`config.mk`:
```
export PLATFORM = sky130hd
export DESIGN_NAME = hazard_ctrl
export DESIGN_NICKNAME = d
export VERILOG_FILES = /design/src/rtl/hazard_ctrl.sv
export SDC_FILE = /design/constraint.sdc
export NUM_CORES = 1
export LEC_CHECK = 0
export CAP_MARGIN = 30
export CORE_MARGIN = 2
export CORE_UTILIZATION = 40
export DETAILED_ROUTE_END_ITERATION = 10
export GPL_TIMING_DRIVEN = 1
export PLACE_DENSITY_LB_ADDON = 0.05
export SLEW_MARGIN = 40
export SYNTH_ARGS = -nofsm -noshare
export SYNTH_HDL_FRONTEND = slang
export SYNTH_SLANG_ARGS = --single-unit
```
`constraint.sdc`:
```
create_clock -name clk -period 1.6 [get_ports clk]
set_input_delay 0.16 -clock clk [delete_from_list [all_inputs] [get_ports clk]]
set_output_delay 0.16 -clock clk [all_outputs]
set_load 0.02 [all_outputs]
```
`src/rtl/hazard_ctrl.sv`:
```
// ---------------------------------------------------------------------------
// hazard_ctrl
//
// Pipeline hazard controller for a classic 5-stage in-order pipeline.
// Detects load-use hazards between EX and ID, sequences branch redirects
// resolved in EX, and holds the pipeline while data memory is busy.
// A taken branch that arrives while the pipeline is held is remembered and
// replayed as a redirect once memory becomes ready again.
//
// Optional feature: define HAZARD_PERF_CNT_EN to add two saturating
// performance counters (stall_cycles, flush_count).
//
// Parameters
//   ADDR_W  width of branch target / redirect address (instruction words)
//   REG_W   width of register-index fields
//   CNT_W   width of each performance counter
//
// Ports
//   clk             rising-edge clock
//   rst_n           asynchronous active-low reset
//   id_valid        ID stage holds a valid instruction
//   id_rs1, id_rs2  ID source register indices
//   id_use_rs2      ID instruction reads rs2
//   ex_mem_read     EX instruction is a load
//   ex_rd           EX destination register
//   ex_br_taken     EX resolved a taken branch
//   ex_br_target    target of that branch
//   mem_busy        data memory not ready, pipeline must hold
//   stall           hold PC and IF/ID
//   branch_addr     redirect target, zero when no redirect
//   redirect_valid  branch_addr is valid this cycle
//   flush_if_id     bubble the IF/ID register
//   flush_id_ex     bubble the ID/EX register
//   stall_cycles    (HAZARD_PERF_CNT_EN) cycles with stall=1, saturating
//   flush_count     (HAZARD_PERF_CNT_EN) redirect cycles, saturating
// ---------------------------------------------------------------------------
module hazard_ctrl #(
  parameter int ADDR_W = 32,
  parameter int REG_W  = 5,
  parameter int CNT_W  = 16
) (
  input  logic              clk,
  input  logic              rst_n,
  input  logic              id_valid,
  input  logic [REG_W-1:0]  id_rs1,
  input  logic [REG_W-1:0]  id_rs2,
  input  logic              id_use_rs2,
  input  logic              ex_mem_read,
  input  logic [REG_W-1:0]  ex_rd,
  input  logic              ex_br_taken,
  input  logic [ADDR_W-1:0] ex_br_target,
  input  logic              mem_busy,
  output logic              stall,
  output logic [ADDR_W-1:0] branch_addr,
  output logic              redirect_valid,
  output logic              flush_if_id,
  output logic              flush_id_ex
`ifdef HAZARD_PERF_CNT_EN
  ,
  output logic [CNT_W-1:0]  stall_cycles,
  output logic [CNT_W-1:0]  flush_count
`endif
);

  typedef enum logic [1:0] {
    RUN   = 2'd0,
    REDIR = 2'd1,
    MWAIT = 2'd2
  } state_t;

  state_t             r_state;
  state_t             w_stateNext;
  logic               r_pending;
  logic               w_pendingNext;
  logic [ADDR_W-1:0]  r_target;
  logic [ADDR_W-1:0]  w_targetNext;

  logic               w_loadUse;
  logic               w_stall;
  logic               w_redirect;
  logic               w_flushIfId;
  logic               w_flushIdEx;
  logic [ADDR_W-1:0]  w_branchAddr;

  // Register x0 is hard-wired to zero, so a load targeting it never creates
  // a real dependency.
  assign w_loadUse = id_valid && ex_mem_read && (ex_rd != '0) &&
                     ((ex_rd == id_rs1) || (id_use_rs2 && (ex_rd == id_rs2)));

  always_ff @(posedge clk or negedge rst_n) begin
    if (!rst_n) begin
      r_state   <= RUN;
      r_pending <= 1'b0;
      r_target  <= '0;
    end else begin
      r_state   <= w_stateNext;
      r_pending <= w_pendingNext;
      r_target  <= w_targetNext;
    end
  end

  always_comb begin
    w_stateNext   = r_state;
    w_pendingNext = r_pending;
    w_targetNext  = r_target;
    w_stall       = 1'b0;
    w_redirect    = 1'b0;
    w_flushIfId   = 1'b0;
    w_flushIdEx   = 1'b0;
    w_branchAddr  = '0;

    case (r_state)
      RUN: begin
        // Branch outranks memory, which outranks load-use. A branch that
        // coincides with a busy memory is parked as pending so the redirect
        // happens only after the hold is released.
        if (ex_br_taken) begin
          w_targetNext = ex_br_target;
          if (mem_busy) begin
            w_stall       = 1'b1;
            w_pendingNext = 1'b1;
            w_stateNext   = MWAIT;
          end else begin
            w_stateNext = REDIR;
          end
        end else if (mem_busy) begin
          w_stall     = 1'b1;
          w_stateNext = MWAIT;
        end else if (w_loadUse) begin
          w_stall     = 1'b1;
          w_flushIdEx = 1'b1;
        end
      end

      REDIR: begin
        // ID is being flushed, so load-use detection is deliberately ignored.
        w_redirect    = 1'b1;
        w_branchAddr  = r_target;
        w_flushIfId   = 1'b1;
        w_flushIdEx   = 1'b1;
        w_pendingNext = 1'b0;
        w_stateNext   = RUN;
      end

      MWAIT: begin
        // A branch seen on the release cycle itself still leads to REDIR.
        if (ex_br_taken) begin
          w_targetNext  = ex_br_target;
          w_pendingNext = 1'b1;
        end
        if (mem_busy) begin
          w_stall = 1'b1;
        end else begin
          w_pendingNext = 1'b0;
          w_stateNext   = (r_pending || ex_br_taken) ? REDIR : RUN;
        end
      end

      default: begin
        w_stateNext = RUN;
      end
    endcase
  end

  // Outputs are gated by rst_n so that asserting reset silences everything
  // immediately, including combinational load-use and memory stalls.
  assign stall          = rst_n & w_stall;
  assign redirect_valid = rst_n & w_redirect;
  assign flush_if_id    = rst_n & w_flushIfId;
  assign flush_id_ex    = rst_n & w_flushIdEx;
  assign branch_addr    = rst_n ? w_branchAddr : '0;

`ifdef HAZARD_PERF_CNT_EN
  logic [CNT_W-1:0] r_stallCycles;
  logic [CNT_W-1:0] r_flushCount;

  always_ff @(posedge clk or negedge rst_n) begin
    if (!rst_n) begin
      r_stallCycles <= '0;
      r_flushCount  <= '0;
    end else begin
      if (w_stall && (r_stallCycles != '1)) begin
        r_stallCycles <= r_stallCycles + CNT_W'(1);
      end
      if (w_redirect && (r_flushCount != '1)) begin
        r_flushCount <= r_flushCount + CNT_W'(1);
      end
    end
  end

  assign stall_cycles = r_stallCycles;
  assign flush_count  = r_flushCount;
`endif

endmodule

```
**Word level (Yosys, flattened, before mapping)**

Index checks and enable logic that the tools add are counted.

- Logic and storage cells: 50
- Output and inout port bits: 36
- Input bits: 54
- Bits in registers: 35

- Mux-type cells: 22
- Bitwise logic cells: 3
- Equal/unequal tests: 9
- Reductions and logical operators: 13

Operators by type and width:

| cell | count |
|---|---|
| 32-bit 2-to-1 mux | 2 |
| 1-bit 2-to-1 mux | 12 |
| 5-bit == test | 2 |
| 2-bit 2-to-1 mux | 4 |
| 2-bit inequality test, second input constant | 3 |
| 3-bit inequality test, second input constant | 2 |
| 5-bit nonzero test | 1 |
| 1-bit logical AND | 4 |
| 1-bit one-hot mux with 2 select lines | 2 |
| 2-bit one-hot mux with 2 select lines | 1 |
| 2-bit AND reduction | 2 |
| 4-bit AND reduction | 1 |
| 1-bit AND | 3 |
| 1-bit one-hot mux with 3 select lines | 1 |
| 3-bit nonzero test | 1 |
| 2-bit by 1-bit == test with 1-bit output, second input constant | 1 |
| 2-bit == test, second input constant | 1 |
| 2-bit zero test | 1 |
| 1-bit logical OR | 2 |
| 2-bit OR reduction | 1 |

**Longest topological paths before layout**

Gate-level depths: netlist of the first run.

- Depth after elaboration: 9
- Gate-level depth with buffers: 6
- Mapped depth without buffers: 6

**Least setup slack after synthesis of the first run**

No wires, ideal clock.

- Path kind: register to output
- Start: register r_state[0]
- End: output port stall
- Cell stages (with the launch flop): 6
- Required time: 1.440 ns
- Path buffers: 0
- Slack: -0.193 ns
- Data arrival time: 1.633 ns
- Path through: dfrtp_1 > inv_1 > ha_1 > nor2b_1 > o2111ai_1 > o41ai_2

- Word-level cells in the longest chain between the ends: 3
- Elaborated cells on any way between the ends: 4
- Classes of those cells: 1 x eq/ne; 1 x mux; 1 x bitwise; 1 x reduce/logical

Ends and longest elaborated chain:

| what | line | text |
|---|---|---|
| from (decl) | 71 | `state_t r_state;` |
| from (signal assigned) | 96 | `r_state <= w_stateNext;` |
| 2-bit == test or 2-bit zero test (tied branches) | 112 | `case (r_state)` |
| 1-bit one-hot mux with 2 select lines * | 112 |  |
| 1-bit AND * | 167 | `assign stall = rst_n & w_stall;` |
| to (decl) | 53 | `output logic stall,` |

Mark *: on every way between the ends. The rest lies on a longest branch, timed or not.

**Worst setup path in the final report of the first run**

- Start: input port id_rs1[1]
- End: output port flush_id_ex

- Word-level cells in the longest chain between the ends: 8

Ends and longest elaborated chain:

| what | line | text |
|---|---|---|
| from (decl) | 45 | `input logic [REG_W-1:0] id_rs1,` |
| 5-bit == test | 88 | `((ex_rd == id_rs1) \|\| (id_use_rs2 && (ex_rd == id_rs2)));` |
| 1-bit logical OR | 88 |  |
| 1-bit logical AND | 87 | `assign w_loadUse = id_valid && ex_mem_read && (ex_rd != '0) &&` |
| 1-bit 2-to-1 mux | 129 | `end else if (w_loadUse) begin` |
| 1-bit 2-to-1 mux | 126 | `end else if (mem_busy) begin` |
| 1-bit 2-to-1 mux | 117 | `if (ex_br_taken) begin` |
| 1-bit one-hot mux with 2 select lines | 112 |  |
| 1-bit AND | 170 | `assign flush_id_ex = rst_n & w_flushIdEx;` |
| to (decl) | 57 | `output logic flush_id_ex` |

Every way passes these cells.

==> results of run 1 <==
flip-flops by register name (all words and copies together) (netlist names):
name,cells
r_target,32
r_state,2
r_pending,1
cells in the mapped netlist:
| cell | number |
|---|---|
| sky130_fd_sc_hd__a211oi_1 | 1 |
| sky130_fd_sc_hd__a21oi_1 | 2 |
| sky130_fd_sc_hd__a22o_1 | 1 |
| sky130_fd_sc_hd__a32oi_1 | 1 |
| sky130_fd_sc_hd__and3_1 | 32 |
| sky130_fd_sc_hd__buf_4 | 4 |
| sky130_fd_sc_hd__clkbuf_1 | 7 |
| sky130_fd_sc_hd__dfrtp_1 | 35 |
| sky130_fd_sc_hd__ha_1 | 3 |
| sky130_fd_sc_hd__inv_1 | 4 |
| sky130_fd_sc_hd__mux2_1 | 2 |
| sky130_fd_sc_hd__mux2_2 | 32 |
| sky130_fd_sc_hd__nand2_1 | 2 |
| sky130_fd_sc_hd__nand2b_1 | 1 |
| sky130_fd_sc_hd__nand4b_1 | 1 |
| sky130_fd_sc_hd__nor2_1 | 4 |
| sky130_fd_sc_hd__nor2b_1 | 2 |
| sky130_fd_sc_hd__nor3_1 | 2 |
| sky130_fd_sc_hd__nor4_2 | 1 |
| sky130_fd_sc_hd__o2111ai_1 | 1 |
| sky130_fd_sc_hd__o211ai_1 | 1 |
| sky130_fd_sc_hd__o221ai_1 | 1 |
| sky130_fd_sc_hd__o41ai_2 | 2 |
| sky130_fd_sc_hd__or4_1 | 1 |
| sky130_fd_sc_hd__xnor2_1 | 1 |
| sky130_fd_sc_hd__xor2_1 | 9 |
power groups by stage:
stage	clock network [mW]	logic (mW)	registers (mW)
CTS	0.629	2.03	1.44
global route	0.677	2.26	1.50
detailed placement	0	1.84	1.45
floorplan	0	1.08	1.39
global placement	0	1.77	1.41
finish	0.605	2.11	1.45
cell families after synthesis:
logic type	after synthesis
adder cells (fa/ha/maj)	3
AND/OR/NAND/NOR	46
XOR/XNOR	10
multiplexers	34
flip-flops	35
buffers and inverters	15
AO/OA/AOI/OAI	10
layout make-up:
class / instances / area, um^2 / area share [%]
flip-flops and latches: 35 / 876 / 27.0
repair buffers: 122 / 1150 / 35.5
clock inverters: 1 / 5.00 / 0.154
inverters: 4 / 15.0 / 0.463
well taps: 52 / 65.1 / 2.01
clock buffers: 7 / 76.3 / 2.36
multi-input cells: 103 / 1050 / 32.5
cell usage in the layout, fill, tap and decap left out, drive strengths merged:
cell type,instances
a22o,1
o2111ai,1
mux2,34
buf,69
xor2,9
clkinv,1
dlygate4sd3,1
dlymetal6s2s,6
a21oi,2
a32oi,1
and3,32
nor3,2
clkdlybuf4s50,41
nor2b,2
o211ai,1
a211oi,1
xnor2,1
ha,3
nor4,1
clkbuf,12
nor2,4
nand2b,1
inv,4
o221ai,1
o41ai,2
nand2,2
or4,1
dfrtp,35
nand4b,1
final timing paths:
check,startpoint,to,slack [ns],cells past startpoint
min reg2reg,r_target[18],r_target[18],0.50,1
max in group asynchronous,rst_n,r_target[30],0.92,3
min in group clk,ex_br_target[4],r_target[4],0.48,2
max reg2reg,r_state[1],r_pending,0.07,7
max,id_rs1[1],flush_id_ex,-0.24,7
min,rst_n,r_target[25],0.04,3
stage by stage:
step / setup slack, ns / total power, mW / util [%] / TNS [ns]
2_1_floorplan: 0.00342 / 2.47 / - / 0
3_3_place_gp: -0.836 / 3.18 / 68.3 / -12.66
3_5_place_dp: -0.944 / 3.29 / 68.3 / -14.03
4_1_cts: -0.330 / 4.10 / 72.2 / -3.82
5_1_grt: -0.284 / 4.44 / 73.9 / -5.15
6_report: -0.237 / 4.17 / 73.9 / -3.47
layer usage:
layer	track usage, %	routed length, um
met3	5.06	336
met5	0	0
met4	5.66	57
met2	38.3	2770
met1	26.5	2260
repair_timing:
action	4_1_cts	5_1_grt
setup buffers	5	2
hold buffers	2	0
pin swaps	6	9
resized for setup	206	32
endpoints found under the hold margin	26	0
cloned	2	0
setup endpoints to repair	36	37
critical path, delay by kind of cell:
| family | cells | cell delay [ns] |
|---|---|---|
| compound gates | 2 | 0.41 |
| xor+xnor | 1 | 0.18 |
| buf+inv | 3 | 0.80 |
| simple gates | 1 | 0.14 |
==> insert_results.sql, run 1 <==
INSERT INTO impl_metrics (metric_group, metric, value, unit) VALUES
('outcome', 'outcome', 'complete, but fails checks', ''),
('outcome', 'violations', 'setup timing', ''),
('timing', 'finalCritPeriodShare', '115', '%'),
('die', 'die-width', '71.6', 'um'),
('global_route', 'first_global_vias', '1757', ''),
('pwr', 'clock_power_share', '14.5', '%'),
('die', 'die_height', '71.6', 'um'),
('pwr', 'internal_power', '2.78', 'mW'),
('worst_setup_path', 'critical_path_arrival', '1.68', 'ns'),
('pwr', 'pwr-share-seq', '34.8', '%'),
('clock_network', 'cts-buffers-inserted', '5', ''),
('worst_setup_path', 'timing_worst_setup_path_type', 'in2out', ''),
('finish', 'fin_nets', '328', ''),
('timing', 'worst-slew-pin-transition', '0.547', 'ns'),
('synth', 'synth_adder_area_share', '2.05', '%'),
('worst_hold_path', 'min-delay-path-class', 'in2async', ''),
('timing', 'final.hold.worst_slack', '0.0404', 'ns'),
('drt', 'initialDrtViolationCount', '57', ''),
('synth', 'synthXorXnorAreaFrac', '4.79', '%'),
('drt', 'postRouteWirelength', '5420', 'um'),
('timing', 'report.final.slew_viol_count', '0', ''),
('finish', 'design_area', '3240', 'um^2'),
('finish', 'syn2layout_area_growth', '77.2', '%'),
('worst_setup_path', 'start_kind', 'input port', ''),
('clock_network', 'tritoncts_clock_tree', 'built', ''),
('global_route', 'antenna_found_initial', '0', ''),
('timing', 'report.final.hold_viol_count', '0', ''),
('finish', 'insertedDiodeCount', '0', ''),
('worst_setup_path', 'critical_path.most_common_cell', 'sky130_fd_sc_hd__buf_4', ''),
('place', 'placedInstanceArea', '2990', 'um^2'),
('worst_setup_path', 'end_kind', 'output pin', ''),
('synth', 'share_of_the_synthesized_area_in_compound_gates_ao_oa_aoi_oai', '5.07', '%'),
('clock_network', 'clk_pin_slew', '0.07', 'ns'),
('place', 'placedCellCount', '305', ''),
('synth', 'post_synth_main_area_contributors', 'sky130_fd_sc_hd__dfrtp_1 48%, sky130_fd_sc_hd__mux2_2 20%, sky130_fd_sc_hd__and3_1 11%, sky130_fd_sc_hd__xor2_1 4.3%, sky130_fd_sc_hd__ha_1 2.1%', ''),
('synth', 'synth_top_family_by_area', 'multiplexers', ''),
('die', 'die_area', '5130', 'um^2'),
('worst_setup_path', 'required_time_of_the_critical_path', '1.44', 'ns'),
('synth', 'mappedNetlistArea', '1830', 'um^2'),
('global_route', 'maximum_number_of_pins_on_one_net_before_global_route_repair', '26', ''),
('timing', 'fmaxAchievable', '544', 'MHz'),
('worst_setup_path', 'crit_path_max_incr_delay', '0.45', 'ns'),
('place', 'gp_congestion', '0.862', ''),
('clock_network', 'clock_insertion_delay_worst_skew', '0.28', 'ns'),
('synth', 'muxShareOfSynthArea', '20.9', '%'),
('synth', 'post_synth_inst_count', '153', ''),
('timing', 'worst_slew_slack_as_a_fraction_of_its_limit', '63.5', '%'),
('place', 'detailedPlacementHpwl', '3760', 'um'),
('timing', 'grt_setup_unrepaired', 'yes', ''),
('pwr', 'power_switching', '1.40', 'mW'),
('clock_network', 'cts.htree.levels', '2', ''),
('timing', 'clock-skew-final', '0.00372', 'ns'),
('die', 'start_util', '41.7', '%'),
('synth', 'ys_types', '26', ''),
('flow_run', 'drv.max_cap_violation_count', '0', ''),
('synth', 'synth.largest_area_cell', 'sky130_fd_sc_hd__dfrtp_1', ''),
('pwr', 'leakage', '1.58', 'nW'),
('pwr', 'pwr_density_cell', '1290', 'nW/um^2'),
('timing', 'post-route-min-period', '1.84', 'ns'),
('finish', 'n_fill_cell', '312', ''),
('finish', 'instances_no_fill', '324', ''),
('finish', 'final_layout_size_suffix_gt1_share', '50.7', '%'),
('synth', 'postSynthNetCount', '210', ''),
('drt', 'wire_per_inst', '16.7', 'um'),
('drt', 'antenna_left', '0', ''),
('global_route', 'grt-ovfl-total', '0', ''),
('timing', 'setup_viol', '34', ''),
('clock_network', 'cts.root.buffer_cell', 'sky130_fd_sc_hd__clkbuf_8', ''),
('timing', 'setup_ws', '-0.237', 'ns'),
('clock_network', 'clockBufferDepth', '2', ''),
('synth', 'number_of_warnings_printed_during_yosys_synthesis', '0', '');
No activity file was read; power rests on OpenSTA's default activity.
==> run 2: changes to the inputs <==
CORE_ASPECT_RATIO = 0.7   (was not set)
CORE_MARGIN = not set   (was 2)
CORE_UTILIZATION = 55   (was 40)
DONT_BUFFER_PORTS = 1   (was not set)
==> insert_results.sql, run 2 (synthesis gave the netlist of run 1 again) <==
INSERT INTO impl_metrics (metric_group, metric, value, unit) VALUES
('outcome', 'outcome', 'complete, but fails checks', ''),
('outcome', 'violations', 'setup timing', ''),
('drt', 'antenna_left', '0', ''),
('place', 'detailedPlacementHpwl', '2540', 'um'),
('worst_hold_path', 'worst_hold_path.num_cells', '1', ''),
('timing', 'setup_ws', '-0.256', 'ns'),
('worst_setup_path', 'required_time_of_the_critical_path', '1.44', 'ns'),
('drt', 'drt_drc_violations_left', '0', ''),
('timing', 'fmaxAchievable', '539', 'MHz'),
('worst_setup_path', 'timing.critical_path.fanout_max', '3', ''),
('drt', 'drt-pass1-iter-count', '6', ''),
('global_route', 'grt_pass1_wl', '6090', 'um'),
('worst_setup_path', 'timing.critical_path.buf_inv', '2', ''),
('drt', 'viasPerCell', '6.33', ''),
('drt', 'initialDrtViolationCount', '51', ''),
('place', 'numPortBuffers', '0', ''),
('drt', 'via_count', '1273', ''),
('worst_setup_path', 'timing.critical_path.cells', 'inv_2 > ha_4 > nor2b_4 > o2111ai_4 > buf_6 > o41ai_4', ''),
('timing', 'setup_total_negative_slack', '-0.618', 'ns'),
('global_route', 'total_track_usage', '22.6', '%'),
('finish', 'largest_reg_flops', '32', ''),
('worst_setup_path', 'worst-r2r-cell-count', '5', ''),
('clock_network', 'cts_num_sinks', '35', ''),
('timing', 'worst-slew-pin-transition', '0.504', 'ns'),
('clock_network', 'tritoncts_clock_tree', 'built', ''),
('global_route', 'first_global_vias', '1264', ''),
('worst_setup_path', 'reg2reg_slack', '0.11', 'ns'),
('flow_run', 'drv.max_cap_violation_count', '0', ''),
('die', 'die_height', '50.2', 'um'),
('finish', 'insertedDiodeCount', '0', ''),
('worst_setup_path', 'slowest_stage_cell_crit_path', 'sky130_fd_sc_hd__dfrtp_1', ''),
('finish', 'regMostFlops', 'r_target', ''),
('worst_setup_path', 'end_kind', 'output pin', ''),
('worst_setup_path', 'critical_path_depth', '6', ''),
('place', 'placedInstanceArea', '1960', 'um^2'),
('die', 'start_util', '58.1', '%'),
('die', 'coreArea', '3150', 'um^2'),
('global_route', 'maximum_number_of_pins_on_one_net_before_global_route_repair', '37', ''),
('finish', 'final_layout_size_suffix_gt1_share', '57.1', '%'),
('clock_network', 'cts.htree.levels', '2', ''),
('finish', 'fin_nets', '220', ''),
('timing', 'clock-skew-final', '0.00477', 'ns'),
('drt', 'postRouteWirelength', '3800', 'um'),
('worst_hold_path', 'min-delay-path-class', 'in2reg', ''),
('die', 'row_count', '17', ''),
('pwr', 'report.power.total', '3.60', 'mW'),
('global_route', 'grt-ovfl-total', '0', ''),
('die', 'io-pin-count', '90', ''),
('pwr', 'vdd_drop_max', '0.976', 'mV'),
('drt', 'wire_per_inst', '18.9', 'um'),
('worst_setup_path', 'rr_endpoint', 'r_state[1]', ''),
('clock_network', 'clock_insertion_delay_worst_skew', '0.28', 'ns'),
('timing', 'grt_setup_unrepaired', 'yes', ''),
('place', 'placedCellCount', '189', ''),
('die', 'die_area', '3560', 'um^2'),
('finish', 'final_common_cell', 'sky130_fd_sc_hd__dfrtp_1', ''),
('timing', 'finalCritPeriodShare', '116', '%'),
('worst_setup_path', 'critical_path.top_delay_family', 'compound AO/OA/AOI/OAI gates', ''),
('clock_network', 'clockBufferDepth', '2', ''),
('global_route', 'antenna_found_initial', '0', ''),
('place', 'dp_worst_setup_slack', '0.0285', 'ns'),
('clock_network', 'cts.root.buffer_cell', 'sky130_fd_sc_hd__clkbuf_8', ''),
('finish', 'finalCoreUtilization', '72.8', '%'),
('worst_setup_path', 'crit_path_max_incr_delay', '0.39', 'ns'),
('finish', 'final_cell_mix', '35 x sky130_fd_sc_hd__dfrtp_1, 32 x sky130_fd_sc_hd__and3_4, 32 x sky130_fd_sc_hd__mux2_2', ''),
('worst_hold_path', 'worst_hold_endpoint', 'r_state[1]', ''),
('clock_network', 'cts-buffers-inserted', '5', ''),
('timing', 'report.final.hold_viol_count', '0', ''),
('finish', 'syn2layout_area_growth', '25.4', '%'),
('timing', 'post-route-min-period', '1.86', 'ns'),
('worst_setup_path', 'start_kind', 'register', ''),
('worst_hold_path', 'timing.hold.worst.start', 'mem_busy', ''),
('timing', 'report.final.slew_viol_count', '0', ''),
('finish', 'design_area', '2290', 'um^2'),
('pwr', 'leakage', '0.975', 'nW'),
('timing', 'worst_slew_slack_as_a_fraction_of_its_limit', '66.4', '%'),
('worst_setup_path', 'critical_path_arrival', '1.70', 'ns'),
('worst_setup_path', 'timing.rr.start', 'r_state[0]', ''),
('finish', 'top_regs', 'r_target: 32 flops, r_state: 2 flops, r_pending: 1 flops', ''),
('pwr', 'pwr_density_cell', '1570', 'nW/um^2'),
('finish', 'n_fill_cell', '205', ''),
('finish', 'instances_no_fill', '201', ''),
('worst_setup_path', 'timing_worst_setup_path_type', 'reg2out', ''),
('timing', 'setup_viol', '4', ''),
('timing', 'final.hold.worst_slack', '0.0185', 'ns'),
('die', 'die-width', '70.9', 'um'),
('clock_network', 'clk_pin_slew', '0.07', 'ns'),
('place', 'gp_congestion', '0.748', '');
==> run 2: cell types whose count changed in the layout (fill, tap and decap cells not counted), sizes merged <==
cell,before,now
dlymetal6s2s,6,0
buf,69,12
dlygate4sd3,1,2
clkdlybuf4s50,41,0
clkbuf,12,6
==> run 2: timing repair <==
item | 4_1_cts | 5_1_grt
buffers inserted | 2 | 0
hold endpoints to repair | 36 | 0
gates resized for setup | 56 | 15
pin swaps | 1 | 0
hold buffers | 3 | 0
endpoints found under the setup margin | 30 | 36
==> run 2: layout make-up <==
cell class / instances / area [um^2] / share of cell area [%]
Clock buffer: 6 / 82.6 / 3.60
Clock inverter: 1 / 5.00 / 0.218
Inverter: 4 / 15.0 / 0.655
Multi-Input combinational cell: 103 / 1110 / 48.5
Sequential cell: 35 / 876 / 38.2
Tap cell: 38 / 47.5 / 2.07
Timing Repair Buffer: 14 / 155 / 6.77
==> run 2: metal layers <==
layer	wire length (um)	part of all wire, %	track usage, %
met5	0	0	0
met3	252	6.6	6.63
met1	1640	43	27.5
met4	36	0.95	7.33
met2	1870	49	38.9
==> run 2: worst max path at each step <==
stage	start	end	slack, ns
after floorplan	r_state[0]	flush_id_ex	0.003
final	r_state[0]	stall	-0.26
after detailed placement	r_state[0]	stall	0.03
after global placement	r_state[1]	stall	0.08
after CTS	r_state[0]	stall	-0.25
after global routing	r_state[1]	stall	-0.35
==> run 2: power breakdown <==
| part | total [mW] | internal, mW | switching [mW] |
|---|---|---|---|
| sequential | 1.45 | 1.25 | 0.196 |
| combinational | 1.53 | 0.803 | 0.728 |
| clock | 0.621 | 0.337 | 0.284 |
| total | 3.60 | 2.39 | 1.21 |
==> run 3: changes to the inputs <==
ABC_CLOCK_PERIOD_IN_PS = 1600   (was not set)
==> results of run 3 <==
The final DEF is identical to that of run 2; final timing and power are the same.
